`src/rtl/a12_det_pkg.sv`:
```
// a12_det_pkg: default parameters and saturating-increment helper for the A12 scanline detector
package a12_det_pkg;
  localparam int A12_SYNC_DEF      = 2;
  localparam int A12_HIGH_MIN_DEF  = 2;
  localparam int A12_LOW_MIN_DEF   = 16;
  localparam int A12_FRAME_GAP_DEF = 4096;
  function automatic int unsigned sat_inc(input int unsigned v, input int unsigned max);
    return (v >= max) ? max : v + 1;
  endfunction
endpackage

```
`src/rtl/a12_deglitch.sv`:
```
// a12_deglitch: SYNC_STAGES-flop synchroniser plus HIGH_MIN high-width filter; ports clk, rst, d (async in), s (synchronised), lvl (filtered level), rise (lvl rises next edge)
module a12_deglitch
  import a12_det_pkg::*;
#(
  parameter int SYNC_STAGES = A12_SYNC_DEF,
  parameter int HIGH_MIN    = A12_HIGH_MIN_DEF
) (
  input  logic clk,
  input  logic rst,
  input  logic d,
  output logic s,
  output logic lvl,
  output logic rise
);
  localparam int HW = $clog2(HIGH_MIN + 1);
  logic [SYNC_STAGES-1:0] sync;
  logic [HW-1:0] hi_cnt, hi_nxt;
  logic lvl_nxt;
  assign s = sync[SYNC_STAGES-1];
  assign hi_nxt = s ? HW'(sat_inc(32'(hi_cnt), HIGH_MIN)) : '0;
  // falls pass straight through because hi_nxt clears on the first low sample
  assign lvl_nxt = hi_nxt == HW'(HIGH_MIN);
  assign rise = lvl_nxt & ~lvl;
  always_ff @(posedge clk or posedge rst)
    if (rst) begin
      sync   <= '0;
      hi_cnt <= '0;
      lvl    <= 1'b0;
    end else begin
      sync   <= {sync[SYNC_STAGES-2:0], d};
      hi_cnt <= hi_nxt;
      lvl    <= lvl_nxt;
    end
endmodule

```
`src/rtl/a12_scanline_det.sv`:
```
// a12_scanline_det: PPU A12 deglitch, low-time edge qualification, scanline tick, line index and frame pulse
// Ports: clk, rst (async high), ppu_a12, m2 (async raw inputs), a12_lvl, a12_tick, line_ctr[7:0], frame_tick, rej_cnt[7:0]
// Option: define A12_M2_FILTER_EN to count low time in M2 falls instead of clk cycles
module a12_scanline_det
  import a12_det_pkg::*;
#(
  parameter int SYNC_STAGES = A12_SYNC_DEF,
  parameter int HIGH_MIN    = A12_HIGH_MIN_DEF,
  parameter int LOW_MIN     = A12_LOW_MIN_DEF,
  parameter int FRAME_GAP   = A12_FRAME_GAP_DEF
) (
  input  logic       clk,
  input  logic       rst,
  input  logic       ppu_a12,
  input  logic       m2,
  output logic       a12_lvl,
  output logic       a12_tick,
  output logic [7:0] line_ctr,
  output logic       frame_tick,
  output logic [7:0] rej_cnt
);
  localparam int LW = $clog2(LOW_MIN + 1);
  localparam int GW = $clog2(FRAME_GAP + 1);
  logic a12_s, a12_rise, low_inc, tick_nxt, frame_nxt, unused;
  logic [LW-1:0] low_cnt;
  logic [GW-1:0] gap_cnt;
  a12_deglitch #(.SYNC_STAGES(SYNC_STAGES), .HIGH_MIN(HIGH_MIN)) u_a12 (
    .clk(clk), .rst(rst), .d(ppu_a12), .s(a12_s), .lvl(a12_lvl), .rise(a12_rise)
  );
`ifdef A12_M2_FILTER_EN
  logic m2_s, m2_prev, m2_rise;
  // HIGH_MIN=1 makes lvl a one-cycle-delayed copy of the synchronised m2
  a12_deglitch #(.SYNC_STAGES(SYNC_STAGES), .HIGH_MIN(1)) u_m2 (
    .clk(clk), .rst(rst), .d(m2), .s(m2_s), .lvl(m2_prev), .rise(m2_rise)
  );
  assign low_inc = m2_prev & ~m2_s;
  assign unused = a12_s ^ m2_rise;
`else
  assign low_inc = 1'b1;
  assign unused = a12_s ^ m2;
`endif
  assign tick_nxt  = a12_rise && low_cnt == LW'(LOW_MIN);
  // a tick on the expiry cycle restarts the gap, so no frame pulse then
  assign frame_nxt = !tick_nxt && gap_cnt == GW'(FRAME_GAP - 1);
  always_ff @(posedge clk or posedge rst)
    if (rst) begin
      low_cnt    <= '0;
      gap_cnt    <= '0;
      line_ctr   <= '0;
      rej_cnt    <= '0;
      a12_tick   <= 1'b0;
      frame_tick <= 1'b0;
    end else begin
      low_cnt    <= a12_lvl ? '0 : low_inc ? LW'(sat_inc(32'(low_cnt), LOW_MIN)) : low_cnt;
      gap_cnt    <= tick_nxt ? '0 : GW'(sat_inc(32'(gap_cnt), FRAME_GAP));
      line_ctr   <= tick_nxt ? 8'(sat_inc(32'(line_ctr), 255)) : frame_nxt ? '0 : line_ctr;
      rej_cnt    <= (a12_rise && !tick_nxt) ? 8'(sat_inc(32'(rej_cnt), 255)) : rej_cnt;
      a12_tick   <= tick_nxt;
      frame_tick <= frame_nxt;
    end
endmodule

```
`config.mk`:
```
export PLATFORM = sky130hd
export DESIGN_NAME = a12_scanline_det
export DESIGN_NICKNAME = d
export VERILOG_FILES = /design/src/rtl/a12_det_pkg.sv /design/src/rtl/a12_deglitch.sv /design/src/rtl/a12_scanline_det.sv
export SDC_FILE = /design/constraint.sdc
export NUM_CORES = 1
export LEC_CHECK = 0
export ABC_AREA = 1
export BUFFER_PORTS_ARGS = -buffer_cell sky130_fd_sc_hd__buf_4
export CAP_MARGIN = 20
export CORE_MARGIN = 10
export CORE_UTILIZATION = 30
export CTS_CLUSTER_DIAMETER = 50
export CTS_CLUSTER_SIZE = 16
export DETAILED_ROUTE_END_ITERATION = 6
export PLACE_DENSITY = 0.57
export RECOVER_POWER = 100
export SLEW_MARGIN = 25
export SYNTH_ARGS = -nofsm -noshare
export SYNTH_HDL_FRONTEND = slang
export SYNTH_SLANG_ARGS = --single-unit
```
`constraint.sdc`:
```
create_clock -name clk -period 1.54 [get_ports clk]
set_clock_uncertainty 0.15 [all_clocks]
set_input_delay 0.154 -clock clk [delete_from_list [all_inputs] [get_ports clk]]
set_output_delay 0.154 -clock clk [all_outputs]
set_load 0.05 [all_outputs]
```
# Word-level counts from Yosys, hierarchy flattened
# Index checks and enable logic that the tools add are counted.
dict set report word_totals {
  regBits 41
  latch_bits 0
  ramBits 0
  romBits 0
  inputBits 4
  output_inout_bits 19
  mem_count 0
}
dict set report classes {
  n_addsub 5
  mul 0
  n_div 0
  magnitude_cmp 5
  eq_ne 3
  shifts 0
  muxes 10
  n_bitwise 2
  n_reduce_logical 5
}
# op count
set op_table {}
lappend op_table {{two-way mux 8 bit} 4}
lappend op_table {{two-way mux 13 bit} 2}
lappend op_table {{adder 8 x 1 -> 8 bit (second input constant)} 2}
lappend op_table {{>= comparator 8 bit (second input constant)} 2}
lappend op_table {{adder 13 x 1 -> 13 bit (second input constant)} 1}
lappend op_table {{== test 13 x 12 -> 1 bit (second input constant)} 1}
lappend op_table {{>= comparator 13 bit (second input constant)} 1}
lappend op_table {{two-way mux 5 bit} 2}
lappend op_table {{adder 5 x 1 -> 5 bit (second input constant)} 1}
lappend op_table {{== test 5 bit (second input constant)} 1}
lappend op_table {{>= comparator 5 bit (second input constant)} 1}
lappend op_table {{two-way mux 2 bit} 2}
lappend op_table {{logical AND 1 bit} 3}
lappend op_table {{adder 2 x 1 -> 2 bit (second input constant)} 1}
lappend op_table {{== test 2 bit (second input constant)} 1}
lappend op_table {{>= comparator 2 bit (second input constant)} 1}
lappend op_table {{nonzero test 2 bit} 1}
lappend op_table {{AND 1 bit} 1}
lappend op_table {{logical NOT 1 bit} 1}
lappend op_table {{inverter 1 bit} 1}

# Logic depth before layout (Yosys ltp)
dict set report logic_depth {
  word_depth 10
  ltp_mapped 8
}

# Cells and area by module
# A second synthesis with hierarchy kept.
dict set report unflattened {
  hier_cells 265
  hier_area_um2 2128.3
}
# module n_inst cells_per_inst area_each_um2 seq_area_each_um2
set by_module_without_submodules {}
lappend by_module_without_submodules {a12_scanline_det 1 253 1966.9 900.9}
lappend by_module_without_submodules {a12_deglitch 1 12 161.4 125.1}

# Worst setup path before layout
# No wires, ideal clock.
dict set report synth_path {
  path_kind {reg-to-reg}
  start {register rej_cnt[1]}
  end {register rej_cnt[0]}
  arrival_ns 1.475
  slack_ns -0.161
  path_stages_with_launch 8
  path_buffers 0
  period_less_slack_ns 1.701
  path_cell_list {dfrtp_1 -> ha_1 -> inv_1 -> nor2_2 -> nand2_1 -> nand2_1 -> nand2_1 -> o21ai_1}
}
dict set report synth_between {
  elab_chain_cells 2
}
# item line
set synth_rtl {}
lappend synth_rtl {{start: declaration} a12_scanline_det.sv:20} ;# output logic [7:0] rej_cnt
lappend synth_rtl {{start signal: assignment} a12_scanline_det.sv:57} ;# rej_cnt <= (a12_rise && !tick_nxt) ? 8'(sat_inc(32'(rej_cnt), 255)) : rej_cnt;
lappend synth_rtl {{>= comparator 8 bit} a12_det_pkg.sv:8} ;# return (v >= max) ? max : v + 1;
lappend synth_rtl {{two-way mux 8 bit} a12_det_pkg.sv:8}
# Every way passes these cells.
# A chain may end at the register's enable or synchronous reset.

# Final worst setup path
dict set report layout_path {
  start {register gap_cnt[1]}
  end {register line_ctr[0]}
}
dict set report layout_between {
  elab_chain_cells 3
}
# item line
set layout_rtl {}
lappend layout_rtl {{start: declaration} a12_scanline_det.sv:26} ;# logic [GW-1:0] gap_cnt;
lappend layout_rtl {{start signal: assignment} a12_scanline_det.sv:55} ;# gap_cnt <= tick_nxt ? '0 : GW'(sat_inc(32'(gap_cnt), FRAME_GAP));
lappend layout_rtl {{== test 13 x 12 -> 1 bit} a12_scanline_det.sv:44} ;# assign frame_nxt = !tick_nxt && gap_cnt == GW'(FRAME_GAP - 1);
lappend layout_rtl {{logical AND 1 bit} a12_scanline_det.sv:44}
lappend layout_rtl {{nonzero test 2 bit (no line)} n/a}
lappend layout_rtl {{end signal: assignment} a12_scanline_det.sv:56} ;# line_ctr <= tick_nxt ? 8'(sat_inc(32'(line_ctr), 255)) : frame_nxt ? '0 : line_ctr;
lappend layout_rtl {{end: declaration} a12_scanline_det.sv:18} ;# output logic [7:0] line_ctr,
# Every way passes these cells.

==> flow_summary.html <==
<table>
<tr><th>Metric</th><th>Value</th></tr>
<tr><th colspan="2">Run status</th></tr>
<tr><td>Result of the run</td><td>finished clean</td></tr>
<tr><th colspan="2">Pwr</th></tr>
<tr><td>Internal power component</td><td>2120 µW</td></tr>
<tr><td>Post-layout power</td><td>3390 µW</td></tr>
<tr><td>Switching power share of the total</td><td>37.6%</td></tr>
<tr><td>Worst vdd rail ir drop</td><td>422 µV</td></tr>
<tr><td>Switching power</td><td>1270 µW</td></tr>
<tr><td>Part of the total power dissipated in combinational logic</td><td>34.9%</td></tr>
<tr><td>Clock Power Share</td><td>20.9%</td></tr>
<tr><td>Leakage power total</td><td>0.00132 µW</td></tr>
<tr><td>Reg power frac</td><td>44.2%</td></tr>
<tr><td>Power density over the cells</td><td>1270 mW/mm²</td></tr>
<tr><th colspan="2">Timing</th></tr>
<tr><td>Final number of max-transition violations</td><td>0</td></tr>
<tr><td>Worst-Margin Slew</td><td>0.552 ns</td></tr>
<tr><td>Fmax</td><td>0.688 GHz</td></tr>
<tr><td>Number of hold violations in the final report</td><td>0</td></tr>
<tr><td>Setup violations, final</td><td>0</td></tr>
<tr><td>Worst slew margin relative to its limit</td><td>63.2%</td></tr>
<tr><td>Period Utilization, post-route</td><td>94.3%</td></tr>
<tr><td>Total negative setup slack</td><td>0 ns</td></tr>
<tr><td>Final period demand of the worst path</td><td>1.45 ns</td></tr>
<tr><th colspan="2">Setup path</th></tr>
<tr><td>Worst Path Required</td><td>1.57 ns</td></tr>
<tr><td>Setup crit end kind</td><td>register</td></tr>
<tr><td>Crit-path slowest cell</td><td>sky130_fd_sc_hd__dfrtp_1</td></tr>
<tr><td>FF-to-FF End</td><td>line_ctr[0]</td></tr>
<tr><td>Register-to-register path setup slack</td><td>0.09 ns</td></tr>
<tr><td>WP data arrival</td><td>1.48 ns</td></tr>
<tr><td>Worst r2r path cells</td><td>7</td></tr>
<tr><td>Worst-path fanout max</td><td>8</td></tr>
<tr><td>Worst path cell trace</td><td>ha_1, inv_1, nor2_1, and2_4, nand2_4, nand3_1, nand2_1</td></tr>
<tr><td>Startpoint kind of the worst setup timing path</td><td>register</td></tr>
<tr><td>Kind of critical path</td><td>reg2reg</td></tr>
<tr><td>Startpoint of the lowest-slack register-to-register path</td><td>gap_cnt[1]</td></tr>
<tr><td>Highest cell delay on the worst timing path</td><td>0.38 ns</td></tr>
<tr><th colspan="2">Clock tree</th></tr>
<tr><td>Insertion delay to the later sink of the worst-skew pair</td><td>0.29 ns</td></tr>
<tr><td>Clock-pin transition on the worst setup and hold timing paths</td><td>0.08 ns</td></tr>
<tr><td>Number of levels in the clock H-tree</td><td>2</td></tr>
<tr><td>Buffer depth of the longest clock path</td><td>2</td></tr>
<tr><td>CTS Root Cell</td><td>sky130_fd_sc_hd__clkbuf_8</td></tr>
<tr><td>Cts bufs inserted</td><td>5</td></tr>
<tr><td>Number of sinks driven by the clock tree</td><td>41</td></tr>
<tr><td>Clock tree from TritonCTS</td><td>yes</td></tr>
<tr><th colspan="2">Floorplanning</th></tr>
<tr><td>Core region area</td><td>0.00691 mm²</td></tr>
<tr><td>Std-Cell Rows</td><td>30</td></tr>
<tr><td>Num ports</td><td>23</td></tr>
<tr><td>Starting density of the core</td><td>31.5%</td></tr>
<tr><td>Area of the die</td><td>0.0110 mm²</td></tr>
<tr><td>Die X-Extent</td><td>105 µm</td></tr>
<tr><td>Die height</td><td>105 µm</td></tr>
<tr><th colspan="2">Global route</th></tr>
<tr><td>Wire length of the first global-routing pass</td><td>7750 µm</td></tr>
<tr><td>Vias in the first global route</td><td>1,750</td></tr>
<tr><td>Pin count of the biggest net entering global routing</td><td>42</td></tr>
<tr><td>Global route total overflow</td><td>0</td></tr>
<tr><td>Antenna violations before repair</td><td>0</td></tr>
<tr><td>Overall global routing resource usage</td><td>8.26%</td></tr>
<tr><th colspan="2">Final layout</th></tr>
<tr><td>Antenna cell count</td><td>0</td></tr>
<tr><td>Share of final-layout standard cells stronger than drive strength 1</td><td>21.4%</td></tr>
<tr><td>Number of nets at the end of the flow</td><td>337</td></tr>
<tr><td>Number of cells in the finished layout apart from fillers</td><td>423</td></tr>
<tr><td>Post-Layout Inst Area</td><td>0.00267 mm²</td></tr>
<tr><td>Area growth syn-to-layout</td><td>22.7%</td></tr>
<tr><th colspan="2">Logic synthesis</th></tr>
<tr><td>Synthesized flop and latch total</td><td>41</td></tr>
<tr><td>Syn_nets</td><td>290</td></tr>
<tr><td>Synth warnings</td><td>0</td></tr>
<tr><td>Synthesized netlist cell count</td><td>280</td></tr>
<tr><td>Register area share after synthesis</td><td>47.2%</td></tr>
<tr><td>Post-synth cell types</td><td>27</td></tr>
<tr><td>Post-synthesis instance area</td><td>0.00217 mm²</td></tr>
<tr><td>Avg Inst Size Synth</td><td>7.76 µm²</td></tr>
<tr><th colspan="2">Detailed routing</th></tr>
<tr><td>DRT antenna net count</td><td>0</td></tr>
<tr><td>Routed via count divided by cell count</td><td>4.44</td></tr>
<tr><td>Total number of vias</td><td>1,878</td></tr>
<tr><td>Routed wire per std cell</td><td>10.6 µm</td></tr>
<tr><td>Iteration-0 DRC count of the detailed router</td><td>67</td></tr>
<tr><td>Remaining DRCs</td><td>0</td></tr>
<tr><td>Pre-Repair DR Iteration Count</td><td>4</td></tr>
<tr><td>Detailed-route wire length</td><td>4500 µm</td></tr>
<tr><th colspan="2">Flow run</th></tr>
<tr><td>Max_cap viols</td><td>0</td></tr>
<tr><th colspan="2">Worst hold path</th></tr>
<tr><td>Cell depth of the worst min-delay path</td><td>0</td></tr>
<tr><td>Tightest Hold Check Type</td><td>reg2reg</td></tr>
<tr><td>Worst min-delay path startpoint</td><td>u_a12.sync[0]</td></tr>
<tr><td>Hold Crit Endpoint</td><td>u_a12.sync[1]</td></tr>
<tr><th colspan="2">Place</th></tr>
<tr><td>Final RePlAce weighted congestion</td><td>0.800</td></tr>
<tr><td>Number of buffer cells added on primary ports</td><td>21</td></tr>
<tr><td>Number of placed instances, taps included</td><td>411</td></tr>
<tr><td>Area after detailed placement</td><td>0.00259 mm²</td></tr>
<tr><td>Placed wire-length estimate</td><td>3270 µm</td></tr>
</table>
## cell type report
class	instances	area [µm²]
Fill cell	748	4240
Multi-Input combinational cell	206	1040
Sequential cell	41	1030
Timing Repair Buffer	42	272
Tap cell	96	120
Inverter	31	116
Clock buffer	7	86.3
## timing repair
item,in CTS,in global routing
hold endpoints to repair,42,0
resized for setup,2,5
setup buffers,0,3
gates cloned,0,0
pin swaps,1,2
hold buffers,2,0
setup endpoints to repair,11,24
## cell usage after synthesis
| cell | count | area (µm²) |
|---|---|---|
| sky130_fd_sc_hd__nand2_4 | 1 | 11.3 |
| sky130_fd_sc_hd__or2_2 | 1 | 6.26 |
| sky130_fd_sc_hd__nor3_1 | 2 | 10.0 |
| sky130_fd_sc_hd__xnor2_1 | 4 | 35.0 |
| sky130_fd_sc_hd__a21oi_2 | 1 | 8.76 |
| sky130_fd_sc_hd__nand3_1 | 29 | 145 |
| sky130_fd_sc_hd__and2_4 | 1 | 8.76 |
| sky130_fd_sc_hd__nor2_2 | 8 | 50.1 |
| sky130_fd_sc_hd__nand3b_1 | 1 | 7.51 |
| sky130_fd_sc_hd__nand2_2 | 3 | 18.8 |
| sky130_fd_sc_hd__nand3_2 | 3 | 30.0 |
| sky130_fd_sc_hd__inv_2 | 1 | 3.75 |
| sky130_fd_sc_hd__nor2_4 | 2 | 22.5 |
| sky130_fd_sc_hd__ha_1 | 6 | 75.1 |
| sky130_fd_sc_hd__nand4_1 | 3 | 18.8 |
| sky130_fd_sc_hd__o21ai_1 | 6 | 30.0 |
| sky130_fd_sc_hd__a31oi_1 | 1 | 6.26 |
| sky130_fd_sc_hd__nor2_1 | 38 | 143 |
| sky130_fd_sc_hd__a21oi_1 | 4 | 20.0 |
| sky130_fd_sc_hd__o21ai_0 | 5 | 25.0 |
| sky130_fd_sc_hd__dfrtp_1 | 41 | 1030 |
| sky130_fd_sc_hd__inv_1 | 30 | 113 |
| sky130_fd_sc_hd__nand2_1 | 84 | 315 |
| sky130_fd_sc_hd__xor2_1 | 1 | 8.76 |
| sky130_fd_sc_hd__buf_4 | 2 | 15.0 |
| sky130_fd_sc_hd__nor2b_4 | 1 | 13.8 |
| sky130_fd_sc_hd__or2_0 | 1 | 6.26 |
## worst max-delay path by stage
stage                  endpoint  cells past startpoint       start
global placement     rej_cnt[1]                      8  low_cnt[0]
global route        line_ctr[3]                      7  gap_cnt[0]
detailed placement   rej_cnt[1]                      8  low_cnt[0]
floorplan            rej_cnt[2]                      7  rej_cnt[0]
finish              line_ctr[0]                      7  gap_cnt[1]
CTS                  rej_cnt[1]                      8  low_cnt[0]
## worst max-delay path, delay by kind of cell (launching register included)
family / cells / cell delay (ns)
adder cells (fa/ha/maj): 1 / 0.18
buffers and inverters: 1 / 0.04
flip-flops: 1 / 0.38
AND/OR/NAND/NOR: 5 / 0.60
## cell families after synthesis
logic type                 after synthesis  share of synthesized area (%)
buffers and inverters                   33                           6.04
adders and majority gates                6                           3.45
xor gates and xnor gates                 5                           2.01
DFF                                     41                           47.2
and+or+nand+nor                        178                           37.1
AOI/OAI and AO/OA                       17                           4.15
## registers in the layout (all words and copies together), names as in the netlist
name	count
u_a12.sync	2
gap_cnt	13
low_cnt	5
frame_tick	1
u_a12.lvl	1
u_a12.hi_cnt	2
a12_tick	1
line_ctr	8
rej_cnt	8
## cell usage in the layout, fill, tap and decap left out
cell                            Yosys  layout
sky130_fd_sc_hd__nor3_1             2       2
sky130_fd_sc_hd__ha_1               6       6
sky130_fd_sc_hd__or2_0              1       1
sky130_fd_sc_hd__o21ai_1            6       6
sky130_fd_sc_hd__xor2_1             1       1
sky130_fd_sc_hd__dlygate4sd3_1      0       2
sky130_fd_sc_hd__nand2_2            3       4
sky130_fd_sc_hd__clkbuf_2           0      20
sky130_fd_sc_hd__dfrtp_2            0       4
sky130_fd_sc_hd__inv_1             30      30
sky130_fd_sc_hd__a31oi_1            1       1
sky130_fd_sc_hd__nor2_2             8       5
sky130_fd_sc_hd__a21oi_1            4       5
sky130_fd_sc_hd__clkbuf_4           0       5
sky130_fd_sc_hd__nand3_4            0       1
sky130_fd_sc_hd__nand2_1           84      82
sky130_fd_sc_hd__dfrtp_1           41      37
sky130_fd_sc_hd__nor2b_4            1       1
sky130_fd_sc_hd__nand2_4            1       2
sky130_fd_sc_hd__nand3_2            3       3
sky130_fd_sc_hd__or2_2              1       1
sky130_fd_sc_hd__clkbuf_1           0       4
sky130_fd_sc_hd__nor2_1            38      39
sky130_fd_sc_hd__xnor2_1            4       4
sky130_fd_sc_hd__nand4_1            3       3
sky130_fd_sc_hd__nand3b_1           1       1
sky130_fd_sc_hd__buf_12             0       1
sky130_fd_sc_hd__inv_2              1       1
sky130_fd_sc_hd__nand3_1           29      28
sky130_fd_sc_hd__clkbuf_8           0       6
sky130_fd_sc_hd__o21ai_0            5       5
sky130_fd_sc_hd__buf_4              2      11
sky130_fd_sc_hd__nor2_4             2       4
sky130_fd_sc_hd__and2_4             1       1
## power by group through the flow
| stage | clock (µW) | combinational (µW) | sequential (µW) |
|---|---|---|---|
| 2_1_floorplan | 0 | 605 | 1720 |
| 3_3_place_gp | 0 | 1240 | 1510 |
| 3_5_place_dp | 0 | 1260 | 1520 |
| 4_1_cts | 748 | 1280 | 1500 |
| 5_1_grt | 788 | 1320 | 1530 |
| 6_report | 707 | 1180 | 1500 |
## metrics by stage
step | hold slack [ns] | setup WS, ns | util, %
after detailed placement | 0.0981 | -0.166 | 37.4
after global placement | 0.0937 | -0.138 | 37.4
after global routing | 0.227 | -0.000480 | 38.6
final | 0.200 | 0.0874 | 38.6
after CTS | 0.203 | 0.00250 | 39.2
after floorplan | 0.0354 | 0.00629 | -
## layer usage
metal / GRT usage, % / wire, µm
met2: 13.5 / 2100
met1: 9.80 / 2080
met4: 2.65 / 47
met5: 0 / 0
met3: 3.01 / 267
Note: power is estimated with default switching activity, not from simulation.
